--- src/rtl/ucode_issue_if.sv ---
// Fetch-side and ID-side valid/ready handshake bundle for the ucode issue sequencer.
interface ucode_issue_if;
    logic [31:0] if_instr;
    logic        if_valid;
    logic        if_ready;
    logic [31:0] id_instr;
    logic        id_valid;
    logic        id_ready;

    modport slave (
        input  if_instr, if_valid, id_ready,
        output if_ready, id_instr, id_valid
    );

    modport master (
        output if_instr, if_valid, id_ready,
        input  if_ready, id_instr, id_valid
    );
endinterface

--- src/rtl/ucode_issue_ctrl.sv ---
// Issue-side sequencer: passes instructions through a one-entry output slot and
// expands MUL Rd,Rs,#imm into MOV Rd,#0 followed by imm x ADD Rd,Rd,Rs.
module ucode_issue_ctrl #(
    parameter logic [6:0]  MUL_OPCODE = 7'b0110011,
    parameter logic [6:0]  MOV_OPCODE = 7'b0000000,
    parameter logic [6:0]  ADD_OPCODE = 7'b0110001,
    parameter logic [15:0] MAX_IMM    = 16'hFFFF
) (
    input  logic          clk,
    input  logic          rst,
    input  logic          flush,
    ucode_issue_if.slave  bus,
    output logic          ucode_active,
    output logic          mul_done,
    output logic          imm_clamped,
    output logic [15:0]   uop_count
);

    localparam logic [31:0] NOP = {5'b11001, 27'b0};

    // S_MOV is never resident: the MOV uop issues on the PASS accept itself.
    typedef enum logic [1:0] {
        S_PASS = 2'b00,
        S_ADD  = 2'b01,
        S_MOV  = 2'b10
    } state_t;

    state_t      state, state_n;
    logic [15:0] cnt, cnt_n, imm, cnt_init;
    logic [3:0]  rd_q, rs_q, rd_n, rs_n;
    logic [31:0] id_instr_q, load_instr;
    logic        id_valid_q, tag_q;
    logic        slot_free, accept, is_mul, clamp;
    logic        load, load_tag, hold, done_n, clamp_n;

    assign slot_free    = !id_valid_q || bus.id_ready;
    assign bus.if_ready = (state == S_PASS) && slot_free && !flush;
    assign accept       = bus.if_valid && bus.if_ready;
    assign is_mul       = (bus.if_instr[31:25] == MUL_OPCODE);
    assign imm          = bus.if_instr[15:0];
    assign clamp        = (imm > MAX_IMM);
    assign cnt_init     = clamp ? MAX_IMM : imm;

    assign bus.id_instr = id_instr_q;
    assign bus.id_valid = id_valid_q;
    assign ucode_active = (state == S_ADD) || (state == S_MOV);

    always_comb begin
        state_n    = state;
        cnt_n      = cnt;
        rd_n       = rd_q;
        rs_n       = rs_q;
        load       = 1'b0;
        load_tag   = 1'b0;
        load_instr = id_instr_q;
        hold       = 1'b0;
        done_n     = 1'b0;
        clamp_n    = 1'b0;
        case (state)
            S_PASS: begin
                if (accept) begin
                    load = 1'b1;
                    if (is_mul) begin
                        rd_n       = bus.if_instr[24:21];
                        rs_n       = bus.if_instr[20:17];
                        cnt_n      = cnt_init;
                        load_instr = {MOV_OPCODE, bus.if_instr[24:21], 5'b0, 16'b0};
                        load_tag   = 1'b1;
                        clamp_n    = clamp;
                        if (cnt_init == 16'd0) done_n  = 1'b1;
                        else                   state_n = S_ADD;
                    end else begin
                        load_instr = bus.if_instr;
                    end
                end
            end
            S_ADD: begin
                if (slot_free) begin
                    load       = 1'b1;
                    load_tag   = 1'b1;
                    load_instr = {ADD_OPCODE, rd_q, rd_q, rs_q, 13'b0};
                    cnt_n      = cnt - 16'd1;
                    if (cnt == 16'd1) begin
                        state_n = S_PASS;
                        done_n  = 1'b1;
                    end
                end
            end
            default: begin
                // Unreachable encodings recover to PASS without touching the slot.
                state_n = S_PASS;
                hold    = 1'b1;
            end
        endcase
    end

    always_ff @(posedge clk) begin
        if (rst) begin
            state       <= S_PASS;
            cnt         <= 16'd0;
            rd_q        <= 4'd0;
            rs_q        <= 4'd0;
            id_instr_q  <= NOP;
            id_valid_q  <= 1'b0;
            tag_q       <= 1'b0;
            mul_done    <= 1'b0;
            imm_clamped <= 1'b0;
        end else if (flush) begin
            state       <= S_PASS;
            cnt         <= 16'd0;
            id_valid_q  <= 1'b0;
            tag_q       <= 1'b0;
            mul_done    <= 1'b0;
            imm_clamped <= 1'b0;
        end else begin
            state       <= state_n;
            cnt         <= cnt_n;
            rd_q        <= rd_n;
            rs_q        <= rs_n;
            mul_done    <= done_n;
            imm_clamped <= clamp_n;
            if (load) begin
                id_instr_q <= load_instr;
                id_valid_q <= 1'b1;
                tag_q      <= load_tag;
            end else if (slot_free && !hold) begin
                id_valid_q <= 1'b0;
            end
        end
    end

    always_ff @(posedge clk) begin
        if (rst)                                 uop_count <= 16'd0;
        else if (id_valid_q && bus.id_ready && tag_q) uop_count <= uop_count + 16'd1;
    end

endmodule
--- src/flat_wrapper.sv ---
// flat-port wrapper written by rule: the top's interface ports become plain ports
module ucode_issue_ctrl_flat 
#(
    parameter logic [6:0]  MUL_OPCODE = 7'b0110011,
    parameter logic [6:0]  MOV_OPCODE = 7'b0000000,
    parameter logic [6:0]  ADD_OPCODE = 7'b0110001,
    parameter logic [15:0] MAX_IMM    = 16'hFFFF
)
  (clk, rst, flush, ucode_active, mul_done, imm_clamped, uop_count, bus_if_instr, bus_if_valid, bus_id_ready, bus_if_ready, bus_id_instr, bus_id_valid);
  ucode_issue_if bus_i ();
  input  logic clk;
  input  logic rst;
  input  logic flush;
  output logic ucode_active;
  output logic mul_done;
  output logic imm_clamped;
  output logic [15:0] uop_count;
  input wire logic [$bits(bus_i.if_instr)-1:0] bus_if_instr;
  input wire logic [$bits(bus_i.if_valid)-1:0] bus_if_valid;
  input wire logic [$bits(bus_i.id_ready)-1:0] bus_id_ready;
  output wire logic [$bits(bus_i.if_ready)-1:0] bus_if_ready;
  output wire logic [$bits(bus_i.id_instr)-1:0] bus_id_instr;
  output wire logic [$bits(bus_i.id_valid)-1:0] bus_id_valid;
  assign bus_i.if_instr = bus_if_instr;
  assign bus_i.if_valid = bus_if_valid;
  assign bus_i.id_ready = bus_id_ready;
  assign bus_if_ready = bus_i.if_ready;
  assign bus_id_instr = bus_i.id_instr;
  assign bus_id_valid = bus_i.id_valid;
  ucode_issue_ctrl #(.MUL_OPCODE(MUL_OPCODE), .MOV_OPCODE(MOV_OPCODE), .ADD_OPCODE(ADD_OPCODE), .MAX_IMM(MAX_IMM)) u_core (.clk(clk), .rst(rst), .flush(flush), .bus(bus_i), .ucode_active(ucode_active), .mul_done(mul_done), .imm_clamped(imm_clamped), .uop_count(uop_count));
endmodule
--- config.mk ---
export PLATFORM = sky130hd
export DESIGN_NAME = ucode_issue_ctrl_flat
export DESIGN_NICKNAME = d
export VERILOG_FILES = /design/src/rtl/ucode_issue_if.sv /design/src/rtl/ucode_issue_ctrl.sv /design/src/flat_wrapper.sv
export SDC_FILE = /design/constraint.sdc
export NUM_CORES = 1
export LEC_CHECK = 0
export ABC_AREA = 1
export BUFFER_PORTS_ARGS = -buffer_cell sky130_fd_sc_hd__buf_2
export CAP_MARGIN = 20
export CORE_MARGIN = 5
export CORE_UTILIZATION = 48
export DETAILED_ROUTE_END_ITERATION = 16
export GPL_TIMING_DRIVEN = 1
export PLACE_DENSITY = 0.73
export SYNTH_ARGS = -nofsm -noshare
export SYNTH_HDL_FRONTEND = slang
export SYNTH_SLANG_ARGS = --single-unit
--- constraint.sdc ---
create_clock -name clk -period 2.05 [get_ports clk]
set_clock_uncertainty 0.15 [all_clocks]
set_input_delay 0.1025 -clock clk [delete_from_list [all_inputs] [get_ports clk]]
set_output_delay 0.1025 -clock clk [all_outputs]
set_load 0.02 [all_outputs]
After elaboration in Yosys (flattened, before gate mapping)
Cells that the tools add are included.
W data, S select, Z words.
- memory bits (writable): 0
- memories: 0
- bits of input ports: 37
- register bits: 78
- word-level logic and storage cells: 76
- bits in latches: 0
- output and inout port bits: 53
- ROM bits: 0
- shift operators: 0
- bitwise logic cells: 4
- add/subtract/negate cells: 2
- equality and inequality tests: 9
- order comparisons: 1
- multipliers: 0
- multiplexer cells: 29
- div/mod/pow operators: 0
- reductions and logical operators: 21
- operators with widths (cell ; count):
    $mux W32 ; 3
    $mux W16 ; 4
    $pmux W32 S2 ; 1
    $pmux W16 S2 ; 1
    $add A16 B1 Y16 const B ; 1
    $eq A16 B1 Y1 const B ; 1
    $gt A16 B16 Y1 const B ; 1
    $logic_not A16 Y1 ; 1
    $sub A16 B1 Y16 const B ; 1
    $mux W1 ; 11
    $mux W2 ; 5
    $reduce_and A5 Y1 ; 2
    $reduce_and A4 Y1 ; 2
    $eq A7 B6 Y1 const B ; 1
    $logic_and A1 B1 Y1 ; 6
    $ne A2 B1 Y1 const B ; 3
    $pmux W1 S2 ; 3
    $reduce_or A5 Y1 ; 1
    $ne A2 B2 Y1 const B ; 2
    $not A1 Y1 ; 4
    $pmux W2 S2 ; 1
    $reduce_bool A2 Y1 ; 2
    $reduce_or A2 Y1 ; 2
    $eq A2 B1 Y1 const B ; 1
    4 further kinds ; 6

Depth between registers and ports, before layout
Gate-level depths: netlist of the first run.
- depth after elaboration: 8
- gate-level depth with buffers: 11
- gate-level depth less buffers: 10

Worst setup path before layout of the first run
Ideal clock, no wire load.
- path type: reg2reg
- start: register u_core.state[0]
- end: register u_core.cnt[10]
- setup slack: 0.355 ns
- stages on the path, launching flop included: 9
- period minus slack after synthesis: 1.695 ns
- required time: 1.782 ns
- setup time: 0.118 ns
- data arrival time: 1.428 ns
- cells stage by stage: dfxtp_1 inv_2 nand2_2 nor2_2 nand2_1 nor2_4 nor2_4 nor2_1 a21oi_1
- word-level cells in the longest chain between the ends: 6
- RTL lines (what ; RTL line ; text):
    start: declaration ; ucode_issue_ctrl.sv:28 ; state_t state, state_n;
    start signal: assignment ; ucode_issue_ctrl.sv:116 ; state <= state_n;
    $logic_not A2 Y1 ; ucode_issue_ctrl.sv:37 ; assign bus.if_ready = (state == S_PASS) && slot_free && !flush;
    $logic_and A1 B1 Y1 (2 in series) ; ucode_issue_ctrl.sv:37 ;
    via bus_if_ready ; flat_wrapper.sv:21 ; output wire logic [$bits(bus_i.if_ready)-1:0] bus_if_ready;
    $logic_and A1 B1 Y1 ; ucode_issue_ctrl.sv:38 ; assign accept = bus.if_valid && bus.if_ready;
    $ne A2 B1 Y1 (no source line) ; -- ;
    $reduce_and A4 Y1 (no source line) ; -- ;
    end signal: assignment ; ucode_issue_ctrl.sv:117 ; cnt <= cnt_n;
    end: declaration ; ucode_issue_ctrl.sv:29 ; logic [15:0] cnt, cnt_n, imm, cnt_init;
The timed path passes the listed nets, and every way through them passes these cells.
A chain may end at the register's enable or synchronous reset.

Worst setup path in the final report of the first run
- start: input port bus_if_instr[30]
- end: register u_core.cnt[1]
- word-level cells in the longest chain between the ends: 3
- RTL lines (what ; RTL line ; text):
    start: declaration ; flat_wrapper.sv:18 ; input wire logic [$bits(bus_i.if_instr)-1:0] bus_if_instr;
    $eq A7 B6 Y1 ; ucode_issue_ctrl.sv:39 ; assign is_mul = (bus.if_instr[31:25] == MUL_OPCODE);
    $ne A2 B1 Y1 (no source line) ; -- ;
    $reduce_and A4 Y1 (no source line) ; -- ;
No other way between the ends.

==> results.md, run 1 <==
* Worst Path Class, Setup: input port to flip-flop
* Layout Cells excl Fill at 794
* Via count at 4,191
* Worst hold path type: input port to flip-flop
* Vias per cell at 5.28
* Leakage power total at 2.41 nW
* Final instance area at 4800 um2
* Final period util at 92.5%
* Initial antenna violation count at 0
* CP Launch Type: input port
* Register bit total from synthesis at 76
* Cell Rows at 32
* Inserted Clock Buffers at 9
* Synthesized instance count at 578
* RSZ-0062 raised after global routing: false
* N_diodes at 0
* Number of global-route vias before repair at 3,981
* Fin crit period at 1900 ps
* Met1 WL at 4.92 mm
* Share of cells above drive strength 1 at 19.2%
* DIE HEIGHT at 99.1 um
* Yosys top cell by area: dfxtp_1
* Power density cells at 670 nW/um2
* CP max stage delay at 530 ps
* Max frequency at 0.527 GHz
* Initial DRC count at 221
* Syn nets at 618
* Crit end category: flip-flop
* CTS Sinks at 76
* Dpl hpwl at 8.06 mm
* Most frequent cell after synthesis: nand2_1
* Gr ovfl total at 0
* Placed cell area at 4330 um2
* Worst Path Required at 2150 ps
* Number of nets with antenna violations after routing at 0
* CP Cell Sequence: dlygate4sd3_1 > buf_2 > nand2_1 > nor2_2 > nand4_1 > nor2_4 > nor2_4 > nor2_1 > nor2_1
* Worst path slowest cell: dlygate4sd3_1
* Final Hold Vio Count at 0
* H-tree Lvls at 3
* Clk_lat worst skew at 350 ps
* Max Root-Sink Buffers at 2
* Drt pass-1 iters at 6
* Critical Path AT at 1990 ps
* Final wirelength at 11.3 mm
* Hold Worst Slack at 9.23 ps
* # Post-CTS Setup Buffers at 0
* Kind of cell adding the most delay to the critical path: simple AND/OR/NAND/NOR gates
* Uppermost layer routed: met4
* Syn Area/Cell at 6.59 um2
* Placed Cells at 754
* Synthesized cell area at 3810 um2
* Yosys Warn Count at 0
* Gr usage total at 23.7%
* Routed WL per cell at 14.2 um
* Seq/Total Area, Yosys at 40.0%
* Worst-path clk slew at 80 ps
* Placer congestion estimate at 0.918
* Fraction of registers with async set/reset at 0%
* Root Buffer Master: clkbuf_8
* Setup tns final at 0 ps
* Synth area leaders: dfxtp_1 (40%), nand2_1 (13%), nor2_1 (10%), o21ai_0 (6.2%), inv_1 (5.6%)
* Post_cts resized at 0
* Largest net degree at the start of global routing at 28
* Number of port buffers at 88
* Outcome: finished clean
* Met3 WL at 861 um
* Area delta synth->final at 26.2%
* Post-synth EDFFs at 0
* Fillers at 738
* Starting density of the core at 49.3%
* CTS tree: built
* Total die area at 9810 um2
* Area share of the largest cell type after synthesis at 40.0%
* Commonest cells in the netlist: nand2_1 (127), nor2_1 (101), dfxtp_1 (76)
* Top_reg_cell synth: dfxtp_1
* DRC viols at 0
* I/O pins at 90
* Post-synth cell types at 36
* Worst-case vdd ir drop at 471 uV
* CP bufs+invs at 2
* Util after Layout at 62.2%
* Routed wl met2 at 5.17 mm
* # hold bufs at CTS at 24
* MaxCap Viol Count at 0
* First-pass GRT wire length at 18.8 mm
* Chip Width at 99.1 um
* Maximum fanout along the worst path at 10
* Max-slew violations at 0
* Core Area at 7730 um2
* Nets at 727
* Setup Viol. Count Final at 0
[layout make-up]
| cell class | instances | area (um2) | share of cell area, % |
|---|---|---|---|
| clock inverter | 7 | 106 | 2.21 |
| tap | 102 | 128 | 2.66 |
| sequential | 76 | 1520 | 31.7 |
| clock buffer | 9 | 124 | 2.58 |
| inverter | 60 | 225 | 4.69 |
| multi-input combinational | 418 | 1940 | 40.5 |
| timing repair buffer | 122 | 756 | 15.7 |
[cells by family after synthesis]
logic type / count (synthesis) / share of synthesized area (%)
buffers and inverters: 84 / 9.00
and+or+nand+nor: 302 / 34.1
other: 1 / 0.0985
xor gates and xnor gates: 1 / 0.230
adders and majority gates: 3 / 0.986
DFF: 76 / 40.0
AOI/OAI and AO/OA: 111 / 15.6
[flip-flops by register name, indices dropped and copies added (netlist names)]
name	cells
u_core.rd_q	4
u_core.mul_done	1
u_core.rs_q	4
u_core.tag_q	1
u_core.bus.id_valid	1
u_core.state	1
u_core.cnt	16
u_core.uop_count	16
u_core.bus.id_instr	32
[metal layers]
metal | up-vias | GRT usage [%]
met5 | - | 0
met1 | 1869 | 30.6
met3 | 40 | 6.02
met2 | 197 | 37.0
li1 | 2085 | -
met4 | 0 | 10.8
[cell usage in the layout (no fill, tap or decap), types with 24 or more instances in the layout]
master         count
nand2_1          127
nor2_1           101
buf_2             88
dfxtp_1           76
inv_1             57
o21ai_0           47
a21oi_1           41
nand3_1           39
dlygate4sd3_1     24
[worst reg2reg max path, delay by kind of cell (launching register included)]
family / cells / cell delay, ps
buf+inv: 1 / 30
flops: 1 / 360
compound gates: 1 / 180
simple gates: 6 / 960
[report_power, final]
part           leakage, nW  total (mW)  internal (mW)  switching [mW]
logic                 1.67       0.355          0.141           0.214
registers            0.618        1.54           1.52          0.0207
clock network        0.116        1.33          0.707           0.620
[metrics by stage]
| stage | setup WS, ps | total power, mW |
|---|---|---|
| CTS | 221 | 3.24 |
| finish | 154 | 3.22 |
| global placement | 344 | 1.88 |
| global route | 16.8 | 3.36 |
| detailed placement | 289 | 1.88 |
| floorplan | 355 | 1.75 |
[worst paths after layout]
| path | start | endpoint | slack (ps) | cells past startpoint |
|---|---|---|---|---|
| worst max-delay path | bus_if_instr[30] | u_core.cnt[1]$_SDFFE_PP0P_ | 150 | 9 |
| worst max register to register | u_core.cnt[5]$_SDFFE_PP0P_ | u_core.cnt[7]$_SDFFE_PP0P_ | 270 | 8 |
| worst min-delay path | bus_if_instr[5] | u_core.cnt[5]$_SDFFE_PP0P_ | 9 | 5 |
| worst min register to register | u_core.uop_count[4]$_SDFFE_PP0P_ | u_core.uop_count[4]$_SDFFE_PP0P_ | 310 | 2 |
(Power assumes the default switching activity.)
==> run 2: changes to the inputs <==
- CELL_PAD_IN_SITES_DETAIL_PLACEMENT: not set -> 0
- CELL_PAD_IN_SITES_GLOBAL_PLACEMENT: not set -> 1
- CORE_UTILIZATION: 48 -> 37
- PLACE_DENSITY: 0.73 -> not set
- PLACE_DENSITY_LB_ADDON: not set -> 0.1
==> results.md, run 2 (same netlist as run 1, synthesis figures left out) <==
* Worst-path clk slew at 90 ps
* Final wirelength at 12.0 mm
* Clk_lat worst skew at 360 ps
* CTS tree: built
* Core Area at 10,200 um2
* Commonest non-fill, non-tap cell in the layout: nand2_1
* N_diodes at 0
* CP Cell Sequence: dlygate4sd3_1 > buf_2 > nor2_2 > nand4_1 > nor2_4 > nor2_4 > nor2_1 > a21oi_1
* Multi-input gate area at 1940 um2
* Initial antenna violation count at 0
* Nets at 734
* R2r worst-path depth at 9
* Critical Path AT at 1970 ps
* Final instance area at 4940 um2
* Max FFs per register at 32
* Total die area at 12,400 um2
* Chip Width at 111 um
* H-tree Lvls at 3
* Setup tns final at 0 ps
* Number of port buffers at 88
* Drt pass-1 iters at 4
* Crit. path cell count at 8
* Root Buffer Master: clkbuf_8
* Most frequent cells in the layout: nand2_1 (127), nor2_1 (101), buf_2 (88)
* Number of global-route vias before repair at 3,828
* Crit end category: flip-flop
* Max Root-Sink Buffers at 2
* First-pass GRT wire length at 19.3 mm
* Cell Rows at 37
* Dpl hpwl at 8.91 mm
* Share of cells above drive strength 1 at 19.7%
* Worst path slowest cell: dlygate4sd3_1
* Hold Worst Slack at -2.67 ps
* Via count at 4,103
* Util after Layout at 48.5%
* HP Start: bus_if_instr[10]
* Starting density of the core at 37.4%
* Setup Viol. Count Final at 0
* Gr ovfl total at 0
* Max frequency at 0.531 GHz
* CP max stage delay at 540 ps
* Failing checks: negative hold slack
* Worst r2r src: u_core.uop_count[1]$_SDFFE_PP0P_
* Total power at 3.37 mW
* Worst hold path type: input port to flip-flop
* Seq. cell area at 1520 um2
* I/O pins at 90
* Gr usage total at 18.9%
* Fillers at 1,069
* RSZ-0062 raised after global routing: false
* CP bufs+invs at 2
* Worst Path Required at 2140 ps
* Worst Setup SP: bus_if_instr[31]
* Kind of cell adding the most delay to the critical path: simple AND/OR/NAND/NOR gates
* Placer congestion estimate at 0.878
* Area delta synth->final at 29.7%
* Vias per cell at 4.91
* Final Hold Vio Count at 1
* Number of nets with antenna violations after routing at 0
* WHS Path Cells at 5
* Inserted Clock Buffers at 9
* Largest net degree at the start of global routing at 31
* Outcome: finished, violations left
* CTS Sinks at 76
* CP dominant cell by count: nor2_4
* CP Launch Type: input port
* Initial DRC count at 205
* DRC viols at 0
* Fin crit period at 1880 ps
* Power density cells at 681 nW/um2
* Worst-case vdd ir drop at 454 uV
* Post_cts resized at 0
* Worst Path Class, Setup: input port to flip-flop
* Placed cell area at 4430 um2
* Leakage power total at 2.46 nW
* Routed WL per cell at 14.3 um
* Maximum fanout along the worst path at 10
* DIE HEIGHT at 111 um
* MaxCap Viol Count at 0
* Final period util at 91.9%
* Max-slew violations at 0
==> run 2: cell count changes in the layout (fill, tap and decap cells not counted), sizes merged <==
cell,delta
buf,+5
bufinv,+1
clkbuf,+1
clkinv,-2
dlygate4sd3,+2
==> run 2: worst reg2reg max path, cell delays in order (launching register included) <==
cell	delay, ps
dfxtp_1	420
ha_1	200
nand2_1	60
nor2_1	170
nand2_1	110
nor2_1	190
nand2_1	130
o21bai_1	140
inv_1	50
nor2_1	80
==> run 2: final timing paths <==
| check | endpoint | slack [ps] |
|---|---|---|
| worst max-delay path | u_core.cnt[9]$_SDFFE_PP0P_ | 170 |
| worst min-delay path | u_core.cnt[10]$_SDFFE_PP0P_ | -3 |
| worst max register to register | u_core.uop_count[12]$_SDFFE_PP0P_ | 290 |
| worst min register to register | u_core.bus.id_instr[13]$_SDFFE_PP0P_ | 320 |
==> run 2: power breakdown <==
| part | internal [mW] | leakage, nW | switching, mW |
|---|---|---|---|
| Clock | 0.856 | 0.128 | 0.613 |
| Combinational | 0.146 | 1.71 | 0.214 |
| Sequential | 1.52 | 0.618 | 0.0205 |
==> run 2: final cells by class <==
class                           instances  area share [%]
Tap cell                              136            3.44
Sequential cell                        76            30.8
Clock buffer                           10            2.79
Inverter                               60            4.56
Multi-Input combinational cell        418            39.3
Timing Repair Buffer                  129            16.7
Clock inverter                          6            2.36
==> run 2: metrics by stage <==
stage	cells	setup slack (ps)	hold WS (ps)
after detailed placement	793	317	213
after global placement	793	341	208
final	835	166	-2.67
after global routing	835	31.9	56.5
after floorplan	578	355	83.5
after CTS	835	167	2.87
==> run 2: metal layers <==
layer	GRT usage (%)	vias to the layer above	share of wire (%)
met4	5.27	0	0.88
met5	0	-	0
met1	25.5	1903	48
li1	-	2096	-
met2	31.4	95	47
met3	2.93	9	4.3
==> run 2: timing repair <==
action,in CTS,in global routing
endpoints found under the setup margin,0,0
setup buffers,0,0
hold endpoints to repair,43,0
hold buffers,26,0
==> run 3: changes to the inputs <==
- RECOVER_POWER: not set -> 50
==> results.md, run 3 (same netlist as run 1, synthesis figures left out) <==
* Outcome: finished clean
* Number of port buffers at 88
* Chip Width at 111 um
* Worst hold path type: input port to flip-flop
* CTS tree: built
* CP Launch Type: input port
* N_diodes at 0
* Routed WL per cell at 14.4 um
* Largest net degree at the start of global routing at 31
* Maximum fanout along the worst path at 10
* Nets at 734
* DRC viols at 0
* Most frequent cells in the layout: nand2_1 (127), nor2_1 (101), dfxtp_1 (76)
* Gr ovfl total at 0
* CP bufs+invs at 2
* Max FFs per register at 32
* R2r setup slk at 260 ps
* Root Buffer Master: clkbuf_8
* H-tree Lvls at 3
* Commonest non-fill, non-tap cell in the layout: nand2_1
* RSZ-0062 raised after global routing: false
* Starting density of the core at 37.4%
* # hold bufs at CTS at 26
* Gr usage total at 18.9%
* Dpl hpwl at 8.91 mm
* Setup crit end: u_core.cnt[9]$_SDFFE_PP0P_
* Placer congestion estimate at 0.878
* Worst-path clk slew at 100 ps
* Share of cells above drive strength 1 at 12.2%
* CP max stage delay at 540 ps
* Cell Rows at 37
* Worst-case vdd ir drop at 454 uV
* Worst Path Required at 2130 ps
* Placed Cells at 793
* Number of nets with antenna violations after routing at 0
* Total die area at 12,400 um2
* Max frequency at 0.523 GHz
* RR Endpoint: u_core.bus.id_instr[11]$_SDFFE_PP0P_
* Drt pass-1 iters at 4
* Number of global-route vias before repair at 3,828
* Final wirelength at 12.0 mm
* Leakage power total at 2.25 nW
* CP dominant cell by count: nor2_4
* Sw Pwr at 0.844 mW
* DIE HEIGHT at 111 um
* Final period util at 93.3%
* MaxCap Viol Count at 0
* Sequential power share at 45.9%
* Crit. path cell count at 9
* Setup tns final at 0 ps
* Initial antenna violation count at 0
* Clk pwr share at 43.7%
* Kind of cell adding the most delay to the critical path: simple AND/OR/NAND/NOR gates
* Worst path slowest cell: dlygate4sd3_1
* Via count at 4,075
* CTS Sinks at 76
* Crit end category: flip-flop
* Worst rel slew slack at 59.6%
* Fin crit period at 1910 ps
* # Post-CTS Setup Buffers at 0
* Net Sw Frac at 25.2%
* Initial DRC count at 213
* Final worst slack at 137 ps
* Pre-CTS WS at 317 ps
* Clk_lat worst skew at 350 ps
* CP Cell Sequence: dlygate4sd3_1 > buf_2 > nand2_1 > nor2_2 > nand4_1 > nor2_4 > nor2_4 > nor2_1 > a21oi_1
* First-pass GRT wire length at 19.3 mm
* Comb pwr share at 10.4%
* Setup Viol. Count Final at 0
* Worst Path Class, Setup: input port to flip-flop
* Core Area at 10,200 um2
* Max Root-Sink Buffers at 2
* Critical Path AT at 1990 ps
* Area delta synth->final at 27.8%
* Vias per cell at 4.88
* Max-slew violations at 0
* Power density cells at 689 nW/um2
* Final Hold Vio Count at 0
* Worst r2r src: u_core.state[0]$_SDFFE_PP0P_
* Layout Cells excl Fill at 835
* Worst-Margin Slew at 606 ps
* Internal power at 2.51 mW
* I/O pins at 90
* Worst Setup SP: bus_if_instr[30]
* Post_cts resized at 0
* Inserted Clock Buffers at 9
* R2r worst-path depth at 6
run 3: cell types whose count changed in the layout (fill, tap and decap cells not counted), sizes merged:
cell / change
clkbuf: +55
buf: -55
run 3: final cells by class:
class / count / area, um2
sequential: 76 / 1520
inverter: 60 / 225
fill: 1094 / 5320
clock buffer: 10 / 138
tap: 136 / 170
timing repair buffer: 129 / 751
clock inverter: 6 / 116
multi-input combinational: 418 / 1940
run 3: power by group through the flow:
stage	clock network [mW]	logic, mW	registers (mW)
after global routing	1.54	0.383	1.54
after CTS	1.49	0.361	1.54
after detailed placement	0	0.321	1.57
after floorplan	0	0.137	1.62
final	1.46	0.348	1.54
after global placement	0	0.320	1.57
run 3: metal layers:
layer | part of all wire (%) | global-route usage (%) | vias up | routed length, um
met4 | 1.1 | 5.27 | 0 | 128
met5 | 0 | 0 | - | 0
li1 | - | - | 2093 | -
met3 | 4.2 | 2.93 | 10 | 507
met2 | 47 | 31.4 | 88 | 5600
met1 | 48 | 25.5 | 1884 | 5790
run 3: how the worst min path moves through the flow:
stage                startpoint  depth (start not counted)                                    to
4_1_cts        bus_if_instr[10]                          5           u_core.cnt[10]$_SDFFE_PP0P_
6_report       bus_if_instr[10]                          5           u_core.cnt[10]$_SDFFE_PP0P_
2_1_floorplan      bus_if_valid                          2      u_core.bus.id_valid$_SDFFE_PP0P_
3_5_place_dp   bus_if_instr[16]                          3  u_core.bus.id_instr[16]$_SDFFE_PP0P_
3_3_place_gp   bus_if_instr[16]                          3  u_core.bus.id_instr[16]$_SDFFE_PP0P_
5_1_grt            bus_id_ready                          4     u_core.uop_count[15]$_SDFFE_PP0P_
run 3: per-stage QoR:
stage | hold WS (ps) | total power, mW | cell area [um2] | util (%)
final | 0.516 | 3.35 | 4860 | 47.8
after global routing | 47.8 | 3.46 | 4860 | 47.8
after CTS | 2.87 | 3.39 | 4940 | 48.5
after detailed placement | 213 | 1.89 | 4430 | 43.5
after global placement | 208 | 1.89 | 4430 | 43.5
after floorplan | 83.5 | 1.75 | 3810 | -
run 3: worst register-to-register path, delay by kind of cell (launching register included):
family / cells / cell delay (ps)
AND/OR/NAND/NOR: 3 / 630
flip-flops: 1 / 350
buffers and inverters: 2 / 560
AO/OA/AOI/OAI: 1 / 60
